**config.mk**
```make
export PLATFORM = sky130hd
export DESIGN_NAME = leading_zero_counter
export DESIGN_NICKNAME = d
export VERILOG_FILES = /design/src/rtl/leading_zero_counter.sv
export SDC_FILE = /design/constraint.sdc
export NUM_CORES = 1
export LEC_CHECK = 0
export CORE_AREA = 2 2 40 42
export CTS_BUF_LIST = sky130_fd_sc_hd__clkbuf_8
export DETAILED_ROUTE_END_ITERATION = 10
export DIE_AREA = 0 0 42 44
export GPL_ROUTABILITY_DRIVEN = 0
export PLACE_DENSITY = 0.84
export SLEW_MARGIN = 20
export SYNTH_ARGS = -nofsm -noshare
export SYNTH_HDL_FRONTEND = slang
export SYNTH_SLANG_ARGS = --single-unit
```
**constraint.sdc**
```tcl
create_clock -name clk -period 1.3 [get_ports clk]
set_clock_uncertainty 0.05 [all_clocks]
set_input_delay 0.26 -clock clk [delete_from_list [all_inputs] [get_ports clk]]
set_output_delay 0.26 -clock clk [all_outputs]
set_load 0.02 [all_outputs]
```
**src/rtl/leading_zero_counter.sv**
```systemverilog
// leading_zero_counter
//
// Registered leading-zero counter over a WIDTH-bit unsigned word. It reports
// how many zero bits sit above the most-significant 1, counting down from
// bit WIDTH-1. The count drives the normalisation shift of the fixed-point
// reciprocal unit, which scales its input into the [0.5,1) range.
//
// Parameters:
//   WIDTH  input word width, 2..64 (default 24, an SQ12.12 magnitude)
//   CNT_W  count width, 2**CNT_W must exceed WIDTH (default 5)
//
// Ports:
//   clk      system clock, rising-edge active
//   reset    asynchronous, active-high reset
//   i_valid  i_data is to be counted this cycle
//   i_data   unsigned word, bit WIDTH-1 is the MSB
//   o_valid  o_lzc/o_zero hold a fresh result (one cycle after i_valid)
//   o_lzc    leading-zero count of the captured word (WIDTH when all zero)
//   o_zero   captured word was all zeros
//
// Timing: one-cycle latency, one word per clock, no backpressure. With
// i_valid low the result registers hold and only o_valid drops.

module leading_zero_counter #(
  parameter int WIDTH = 24,
  parameter int CNT_W = 5
) (
  input  logic             clk,
  input  logic             reset,
  input  logic             i_valid,
  input  logic [WIDTH-1:0] i_data,
  output logic             o_valid,
  output logic [CNT_W-1:0] o_lzc,
  output logic             o_zero
);

  // The tree works on a power-of-two word. Narrower inputs are padded with
  // ones below the LSB, so an all-zero input naturally counts to WIDTH and
  // the padding can never add to a non-zero count.
  localparam int L   = $clog2(WIDTH);
  localparam int P   = 1 << L;
  localparam int PAD = P - WIDTH;
  localparam int TW  = L;

  logic [P-1:0] padded;

  generate
    if (PAD > 0) begin : g_pad
      assign padded = {i_data, {PAD{1'b1}}};
    end else begin : g_nopad
      assign padded = i_data;
    end
  endgenerate

  // Heap-ordered binary tree: node 1 is the root, node k has children 2k
  // (the more significant half) and 2k+1. Leaves P..2P-1 map to bits
  // P-1 down to 0. Each node carries "my span is all zero" and "leading
  // zeros within my span".
  logic          node_z [1:2*P-1];
  logic [TW-1:0] node_c [1:2*P-1];

  generate
    for (genvar i = 0; i < P; i++) begin : g_leaf
      assign node_z[P+i] = ~padded[P-1-i];
      assign node_c[P+i] = '0;
    end

    for (genvar k = 1; k < P; k++) begin : g_node
      // Depth of node k below the root, and the bit span of each child.
      localparam int            DEPTH = $clog2(k + 1) - 1;
      localparam logic [TW-1:0] HALF  = TW'(P >> (DEPTH + 1));

      // A zero upper half means all its bits lead, then the lower half counts on.
      assign node_z[k] = node_z[2*k] & node_z[2*k+1];
      assign node_c[k] = node_z[2*k] ? (HALF + node_c[2*k+1]) : node_c[2*k];
    end
  endgenerate

  logic             valid_d, valid_q;
  logic [CNT_W-1:0] lzc_d,   lzc_q;
  logic             zero_d,  zero_q;

  // Next-state: load a new count on a valid word, otherwise hold the last
  // result and only drop the valid flag. The root zero flag can only be set
  // when there is no padding, in which case the count is forced to WIDTH.
  always_comb begin
    valid_d = i_valid;
    lzc_d   = lzc_q;
    zero_d  = zero_q;
    if (i_valid) begin
      lzc_d  = node_z[1] ? CNT_W'(WIDTH) : CNT_W'(node_c[1]);
      zero_d = ~|i_data;
    end
  end

  always_ff @(posedge clk or posedge reset) begin
    if (reset) begin
      valid_q <= 1'b0;
      lzc_q   <= '0;
      zero_q  <= 1'b0;
    end else begin
      valid_q <= valid_d;
      lzc_q   <= lzc_d;
      zero_q  <= zero_d;
    end
  end

  assign o_valid = valid_q;
  assign o_lzc   = lzc_q;
  assign o_zero  = zero_q;

endmodule

```
Yosys cells after proc, flatten, opt, wreduce, memory -nomap -nowiden:

Cells that the tools add are included.

* bits in registers: 7
* bits of input ports: 27
* output and inout bits: 7
* logic and storage cells: 86

* add/sub/neg operators: 11
* muxes and demuxes: 24
* bitwise gates (word level): 46
* reduce and logical (&&, ||, !) cells: 2

Operators by type and width (count)
* $mux 5: 11
* $not 1->1: 24
* $reduce_or 24->1: 1
* $and 1x1->1: 22
* $add 2x5->5 const A: 4
* $add 3x5->5 const A: 3
* $mux 1: 12
* $add 2x1->3 const A: 2
* $add 4x5->5 const A: 1
* $add 5x5->5 const A: 1
* $mux 3: 1
* $logic_not 1->1: 1

Longest topological paths before layout:

Gate-level depths: netlist of the first run.

* depth in word-level cells: 8
* gate-level depth with buffers: 5
* gate-level depth less buffers: 5

Worst setup path after synthesis of the first run:

Ideal clock, no wire load.

* path kind: input -> register
* from: in i_data[19]
* to: reg lzc_q[0], in the netlist o_lzc[0]
* library setup time: 0.110 ns
* arrival: 1.059 ns
* data required time: 1.140 ns
* setup slack: 0.081 ns
* cell stages on the path: 5
* path buffers: 0
* cells stage by stage: nor4_4 -> nand3_1 -> o41ai_2 -> o22ai_1 -> o41ai_1

* cells in the longest elaborated chain, start to end: 7
* elaborated cells on any way between the ends: 11
* those cells by class: add/sub (1); mux (5); bitwise (5)

RTL lines
* start, declared: RTL line 31 `input logic [WIDTH-1:0] i_data,`
* $not 1->1: RTL line 64 `assign node_z[P+i] = ~padded[P-1-i];`
* $and 1x1->1: RTL line 74 `assign node_z[k] = node_z[2*k] & node_z[2*k+1];`
* $mux 5: RTL line 75 `assign node_c[k] = node_z[2*k] ? (HALF + node_c[2*k+1]) : node_c[2*k];`
* $add 3x5->5: RTL line 75
* $mux 5 (2 in series): RTL line 75
* $mux 5 *: RTL line 75
* end signal, assigned: RTL line 103 `lzc_q <= lzc_d;`
* end, declared: RTL line 80 `logic [CNT_W-1:0] lzc_d, lzc_q;`

Mark *: on every way between the ends. The rest lies on a longest branch, timed or not.
A chain may end at the register's enable or synchronous reset.

Worst setup path after layout of the first run:

* from: in i_data[5]
* to: reg lzc_q[1], in the netlist o_lzc[1]

* cells in the longest elaborated chain, start to end: 7
* elaborated cells on any way between the ends: 11
* those cells by class: add/sub (2); mux (5); bitwise (4)

RTL lines (RTL line)
* $mux 1 or $not 1->1 (tied branches): 75, 64
* $add 2x5->5 or $and 1x1->1 (tied branches): 75, 74
* $mux 5 or $and 1x1->1 (tied branches) (2 in series): 75, 74
* $mux 5 *: 75
* $add 5x5->5 *: 75
* $mux 5 *: 75

Marked as above.

==> results of run 1 <==
-- layer usage --
layer	wire length, um	up-vias
li1	-	356
met1	867	360
met2	1210	31
met3	94	4
met4	34	0
met5	0	-
-- cells in the final DEF, fill, tap and decap left out, types with 2 or more instances in the layout --
master,instances
o41ai_2,2
inv_1,7
clkdlybuf4s15_1,4
clkdlybuf4s50_1,2
o21ai_0,4
dlymetal6s2s_1,3
dfrtp_1,7
clkbuf_2,2
nor2_2,2
clkbuf_8,3
nor2_1,6
nor4_4,5
o21ai_1,3
buf_4,22
buf_2,2
a21oi_1,6
buf_6,4
nand2_1,3
dlygate4sd2_1,18
-- kinds of logic (layout without fill, tap and decap cells) --
group / Yosys count / in the layout / synth area share [%]
compound gates: 25 / 25 / 32.0
simple gates: 24 / 24 / 31.7
flops: 7 / 7 / 32.2
buf+inv: 6 / 67 / 4.14
-- sequential cells by signal (all words and copies together) (netlist names) --
signal	cells
o_lzc	5
o_valid	1
o_zero	1
-- synth_stat cells, types with 2 or more instances --
cell / n / share of area, %
nor2_1: 8 / 5.5
o21ai_0: 5 / 4.6
o21ai_1: 2 / 1.8
inv_1: 6 / 4.1
dfrtp_1: 7 / 32
a21oi_1: 7 / 6.4
nand2_1: 3 / 2.1
nor4_4: 3 / 12
-- worst paths after layout --
path / from / end / slack, ns
worst max-delay path: i_data[5] / o_lzc[1]$_DFFE_PP0P_ / -0.06
worst min-delay path: reset / o_lzc[0]$_DFFE_PP0P_ / 0.20
worst max register to register: o_lzc[0]$_DFFE_PP0P_ / o_lzc[0]$_DFFE_PP0P_ / 0.39
worst min register to register: o_zero$_DFFE_PP0P_ / o_zero$_DFFE_PP0P_ / 0.43
max in group asynchronous: reset / o_zero$_DFFE_PP0P_ / 0.78
min in group clk: i_valid / o_valid$_DFF_PP0_ / 0.28
-- area by class of cell --
cell class | count | area [um2] | area share (%)
clock buffer | 3 | 41.3 | 3.55
clock inverter | 1 | 3.75 | 0.323
inverter | 6 | 22.5 | 1.94
multi-input combinational | 49 | 415 | 35.7
sequential | 7 | 175 | 15.1
tap | 16 | 20.0 | 1.72
timing repair buffer | 57 | 485 | 41.7
-- through the flow --
step                total power [uW]  hold WS, ns  area [um2]
floorplan                        293       0.0134         544
global placement                 457        0.423        1020
detailed placement               462        0.434        1020
CTS                              775        0.204        1120
global route                     807        0.244        1160
finish                           779        0.203        1160
-- where the power goes --
| group | leakage, uW | internal, uW | switching [uW] |
|---|---|---|---|
| clock network | 0.0000269 | 205 | 106 |
| logic | 0.000452 | 120 | 115 |
| registers | 0.0000922 | 227 | 5.58 |
-- worst max-delay path: cells and delay by family --
family / cells / cell delay [ns]
AO/OA/AOI/OAI: 3 / 0.59
buffers and inverters: 1 / 0.54
AND/OR/NAND/NOR: 1 / 0.06
-- timing repair --
item | CTS | global route
pin swaps | 11 | 9
buffers inserted | 3 | 4
resized for setup | 55 | 13
gates cloned | 0 | 0
hold buffers | 0 | 0
endpoints found under the setup margin | 13 | 5
==> summary.md, run 1 <==
| Metric | Value |
|---|---|
| Max Slew Vio Count | 0 |
| Fin cells | ~140 |
| Die X | roughly 42 um |
| Critical path's largest stage delay | 0.54 ns |
| Final #Nets | roughly 150 |
| Critical Path RT | around 1.4 ns |
| Crit Path Class | in2reg |
| Status | finished, violations left |
| Busiest layer in global routing | met2 |
| Largest net degree at the start of global routing | 8 |
| Layout cells sized above 1 | slightly above 40% |
| Fin crit share | 105% |
| Mapped Nets | 89 |
| Worst-path maximum fanout | 2 |
| Rows | 14 |
| CTS Buf Count | 3 |
| CTS max path bufs | 2 |
| Final WS setup | -0.0647 ns |
| DRC viols | 0 |
| Die area | ~1800 um2 |
| Ant diodes | 0 |
| Vias in the first global route | roughly 720 |
| Worst-Margin Slew | roughly 0.28 ns |
| Post-synth ARST share | between 90% and 100% |
| DP HPWL | between 1000 and 1500 um |
| Static leakage | between 0.0005 and 0.0006 uW |
| Tmin final | ~1.4 ns |
| CP Cell Sequence | clkdlybuf4s50_1, nor4_4, a2111oi_2, a31oi_1, o21ai_1 |
| PwrDens | 670 nW/um2 |
| Slowest-stage cell, CP | clkdlybuf4s50_1 |
| Fillers | 84 |
| Yosys cell types | 29 |
| RSZ-0062 raised after global routing | true |
| Fmax | roughly 730 MHz |
| Met2 usage | 43.8% |
| Hold Vio Cnt, Final | 0 |
| DP Worst Slack | -0.599 ns |
| Max-Cap Viols | 0 |
| Core footprint | around 1400 um2 |
| Vias per cell | 5.40 |
| Final setup fails | 1 |
| Synth Warn # | 0 |
| Worst-path clk slew | around 0.040 ns |
| Starting Density | roughly two fifths |
| Worst setup EP type | flip-flop |
| H-tree levels | 1 |
| Routed WL per cell | roughly 16 um |
| Final setup TNS | -0.0647 ns |
| Top FF cell, synth | dfrtp_1 |
| Clock Tree Root | clkbuf_8 |
| Clk sinks | 7 |
| Total number of vias | 751 |
| Tot GR Track Use | a little under a quarter |
| Die Y | around 44 um |
| Grt met3 use | 5.42% |
| Drt pass-1 iters | 4 |
| Grt total ovfl | 0 |
| Skew-Pair Late Insertion Delay | approximately 0.24 ns |
| IO Port Bufs | 33 |
| Netlist area before placement | about 540 um2 |
| IO Pins | 34 |
| Startpoint types | input pin |
| Failing checks | negative setup slack |
| R2R cell count | 2 |
| HP Class | in2async |
| Synth Instances | 62 |
| CTS tree | yes |
| Yosys reg bits | 7 |
| Post-DRT Antenna Nets | 0 |
| Initial antenna violation count | 0 |
| First-pass GRT wire length | 3190 um |
| Critical path arrival | 1.46 ns |
| Post-synth EDFFs | 0 |
| Fin util | between 80% and 90% |
| Sequential cell area fraction in the yosys report | about a third |
| Initial DRC count | 11 |
| Worst VDD drop | around 670 uV |
| Syn Area/Cell | roughly 9 um2 |
| Slew headroom | around four fifths |
| Final wirelength | about 2200 um |
| Synthesis-to-layout area growth | 114% |
| Placed Cells | ~130 |
| Global-route met1 utilization | between 20% and 30% |
Power figures use the tool's default switching activity.
==> inputs of run 2 (changes only) <==
- CELL_PAD_IN_SITES_DETAIL_PLACEMENT: unset -> 1
- CELL_PAD_IN_SITES_GLOBAL_PLACEMENT: unset -> 1
- CORE_AREA: 2 2 40 42 -> 2 2 48 50
- DIE_AREA: 0 0 42 44 -> 0 0 50 52
- PLACE_DENSITY: 0.84 -> unset
- PLACE_DENSITY_LB_ADDON: unset -> 0.1
==> summary.md, run 2 (same netlist as run 1, synthesis figures left out) <==
| Metric | Value |
|---|---|
| DRC viols | 0 (unchanged) |
| Worst VDD drop | 540 uV (was 667 uV) |
| Worst hold slack | 0.218 ns (was 0.203 ns) |
| CTS Buf Count | 3 (unchanged) |
| Post-DRT Antenna Nets | 0 (unchanged) |
| Clk pwr share | 39.1% (was 39.9%) |
| Post-placement cell area | 1040 um2 (was 1020 um2) |
| Initial antenna violation count | 0 (unchanged) |
| Sw Pwr | 198 uW (was 227 uW) |
| Fin util | 54.3% (was 82.0%) |
| R2R Path Start | o_lzc[0]$_DFFE_PP0P_ (unchanged) |
| PwrDens | 648 nW/um2 (was 670 nW/um2) |
| Storage cell area | 175 um2 (unchanged) |
| Total number of vias | 725 (was 751) |
| Crit path buf inv count | 1 (unchanged) |
| R2r setup slk | 0.43 ns (was 0.39 ns) |
| Die X | 50 um (was 42 um) |
| Die area | 2600 um2 (was 1850 um2) |
| IO Port Bufs | 33 (unchanged) |
| Tot GR Track Use | 16.7% (was 23.7%) |
| Max Slew Vio Count | 0 (unchanged) |
| Drt pass-1 iters | 4 (unchanged) |
| Final wirelength | 1950 um (was 2210 um) |
| Clock Tree Root | clkbuf_8 (unchanged) |
| Slowest-stage cell, CP | dfrtp_1 (was clkdlybuf4s50_1) |
| Sequential power share | 31.4% (was 29.9%) |
| Vias in the first global route | 751 (was 718) |
| Pint | 543 uW (was 553 uW) |
| R2R cell count | 2 (unchanged) |
| Routed WL per cell | 12.9 um (was 15.9 um) |
| Largest net degree at the start of global routing | 8 (unchanged) |
| CTS tree | yes (unchanged) |
| Critical Path RT | 0.99 ns (was 1.39 ns) |
| CTS max path bufs | 2 (unchanged) |
| Startpoint types | flip-flop (was input pin) |
| Hold bufs inserted after CTS | 0 (unchanged) |
| Final setup fails | 0 (was 1) |
| Critical path arrival | 0.94 ns (was 1.46 ns) |
| Area of the multi-input gates | 413 um2 (was 415 um2) |
| Critical path's largest stage delay | 0.39 ns (was 0.54 ns) |
| First-pass GRT wire length | 3190 um (about the same) |
| Fin crit share | 96.0% (was 105%) |
| Commonest non-fill, non-tap cell in the layout | buf_4 (unchanged) |
| Grt total ovfl | 0 (unchanged) |
| Fmax | 801 MHz (was 733 MHz) |
| Rows | 17 (was 14) |
| Crit Path Class | reg2out (was in2reg) |
| DP HPWL | 1570 um (was 1460 um) |
| Initial DRC count | 7 (was 11) |
| IO Pins | 34 (unchanged) |
| Synthesis-to-layout area growth | 110% (was 114%) |
| Slew headroom | 80.7% (was 81.4%) |
| H-tree levels | 1 (unchanged) |
| Vias per cell | 4.80 (was 5.40) |
| Clk sinks | 7 (unchanged) |
| Starting Density | 25.8% (was 38.4%) |
| RSZ-0062 raised after global routing | true (unchanged) |
| Max-Cap Viols | 0 (unchanged) |
| CP top delay family | flip-flops (was compound AO/OA/AOI/OAI gates) |
| HP Class | in2async (unchanged) |
| Fin cells | 151 (was 139) |
| Tmin final | 1.25 ns (was 1.36 ns) |
| Die Y | 52 um (was 44 um) |
| Max FFs per register | 5 (unchanged) |
| Final #Nets | 151 (unchanged) |
| Ant diodes | 0 (unchanged) |
| Static leakage | 0.000554 uW (was 0.000571 uW) |
| Net Sw Frac | 26.7% (was 29.1%) |
| Worst-path maximum fanout | 2 (unchanged) |
| Worst setup EP type | primary output (was flip-flop) |
| Share of total power in combinational logic | 29.5% (was 30.2%) |
| PnR Total Power | 741 uW (was 779 uW) |
| Core footprint | 2110 um2 (was 1420 um2) |
| Hold Vio Cnt, Final | 0 (unchanged) |
| Layout cells sized above 1 | 45.5% (was 40.7%) |
| Reg2reg end | o_lzc[0]$_DFFE_PP0P_ (unchanged) |
| Fin area | 1140 um2 (was 1160 um2) |
| Crit path from | o_lzc[1]$_DFFE_PP0P_ (was i_data[5]) |
| Placed Cells | 141 (was 128) |
| Fillers | 248 (was 84) |
| Worst-path clk slew | 0.04 ns (about the same) |
| CP Cell Sequence | dlygate4sd2_1 (was clkdlybuf4s50_1, nor4_4, a2111oi_2, a31oi_1, o21ai_1) |
| Status | finished, final reports clean (was finished, violations left) |
| Most frequent cells in the layout | 23 x buf_4, 20 x dlygate4sd2_1, 7 x inv_1, 7 x a21oi_1, 7 x dfrtp_1 (was 22 x buf_4, 18 x dlygate4sd2_1, 7 x inv_1, 7 x dfrtp_1) |
| Worst-Margin Slew | 0.287 ns (was 0.276 ns) |
| Skew-Pair Late Insertion Delay | 0.22 ns (was 0.24 ns) |
==> run 2: cell types whose count changed in the layout (fill, tap and decap cells not counted), sizes merged <==
cell	previous run	this run
clkbuf	5	7
clkdlybuf4s50	2	1
dlymetal6s2s	3	1
dlygate4sd2	18	20
clkdlybuf4s15	4	0
buf	28	31
==> run 2: worst max path at each step <==
| stage | depth (start not counted) | endpoint | slack (ns) |
|---|---|---|---|
| 6_report | 1 | o_lzc[1] | 0.05 |
| 5_1_grt | 7 | o_lzc[4]$_DFFE_PP0P_ | -0.01 |
| 4_1_cts | 6 | o_lzc[0]$_DFFE_PP0P_ | -0.05 |
| 3_5_place_dp | 6 | o_lzc[0]$_DFFE_PP0P_ | -0.57 |
| 3_3_place_gp | 6 | o_lzc[0]$_DFFE_PP0P_ | -0.56 |
| 2_1_floorplan | 5 | o_lzc[0]$_DFFE_PP0P_ | 0.08 |
==> run 2: final cells by class <==
cell class | instances | share of cell area, %
flip-flops and latches | 7 | 15.3
clock inverters | 1 | 0.328
inverters | 6 | 1.97
repair buffers | 57 | 39.6
multi-input cells | 49 | 36.1
well taps | 28 | 3.06
clock buffers | 3 | 3.61
==> run 2: timing repair <==
action / CTS / global route
pin swaps: 17 / 9
buffers inserted: 6 / 0
gates resized for setup: 62 / 19
setup endpoints to repair: 13 / 6
==> run 2: worst reg2reg max path, stage by stage, from the launching register on <==
cell	delay (ns)
dfrtp_1	0.38
o22ai_1	0.21
o41ai_2	0.10
==> run 2: power by group through the flow <==
stage          clock network, uW  registers (uW)  logic, uW
5_1_grt                      321             233        237
3_3_place_gp                   0             235        228
2_1_floorplan                  0             245       48.8
6_report                     289             233        219
4_1_cts                      301             232        220
3_5_place_dp                   0             235        233
==> run 2: through the flow <==
stage / setup slack, ns / setup TNS, ns
4_1_cts: -0.0475 / -0.0475
3_3_place_gp: -0.556 / -2.91
5_1_grt: -0.00955 / -0.0214
6_report: 0.0518 / 0
2_1_floorplan: 0.0807 / 0
3_5_place_dp: -0.571 / -3.05
==> run 2: routing by layer <==
layer  wire length [um]  up-vias  GRT usage (%)
met5                  0        -              0
li1                   -      357              -
met1                791      344           17.4
met4                 14        0           8.33
met2               1030       22           30.5
met3                107        2           4.89
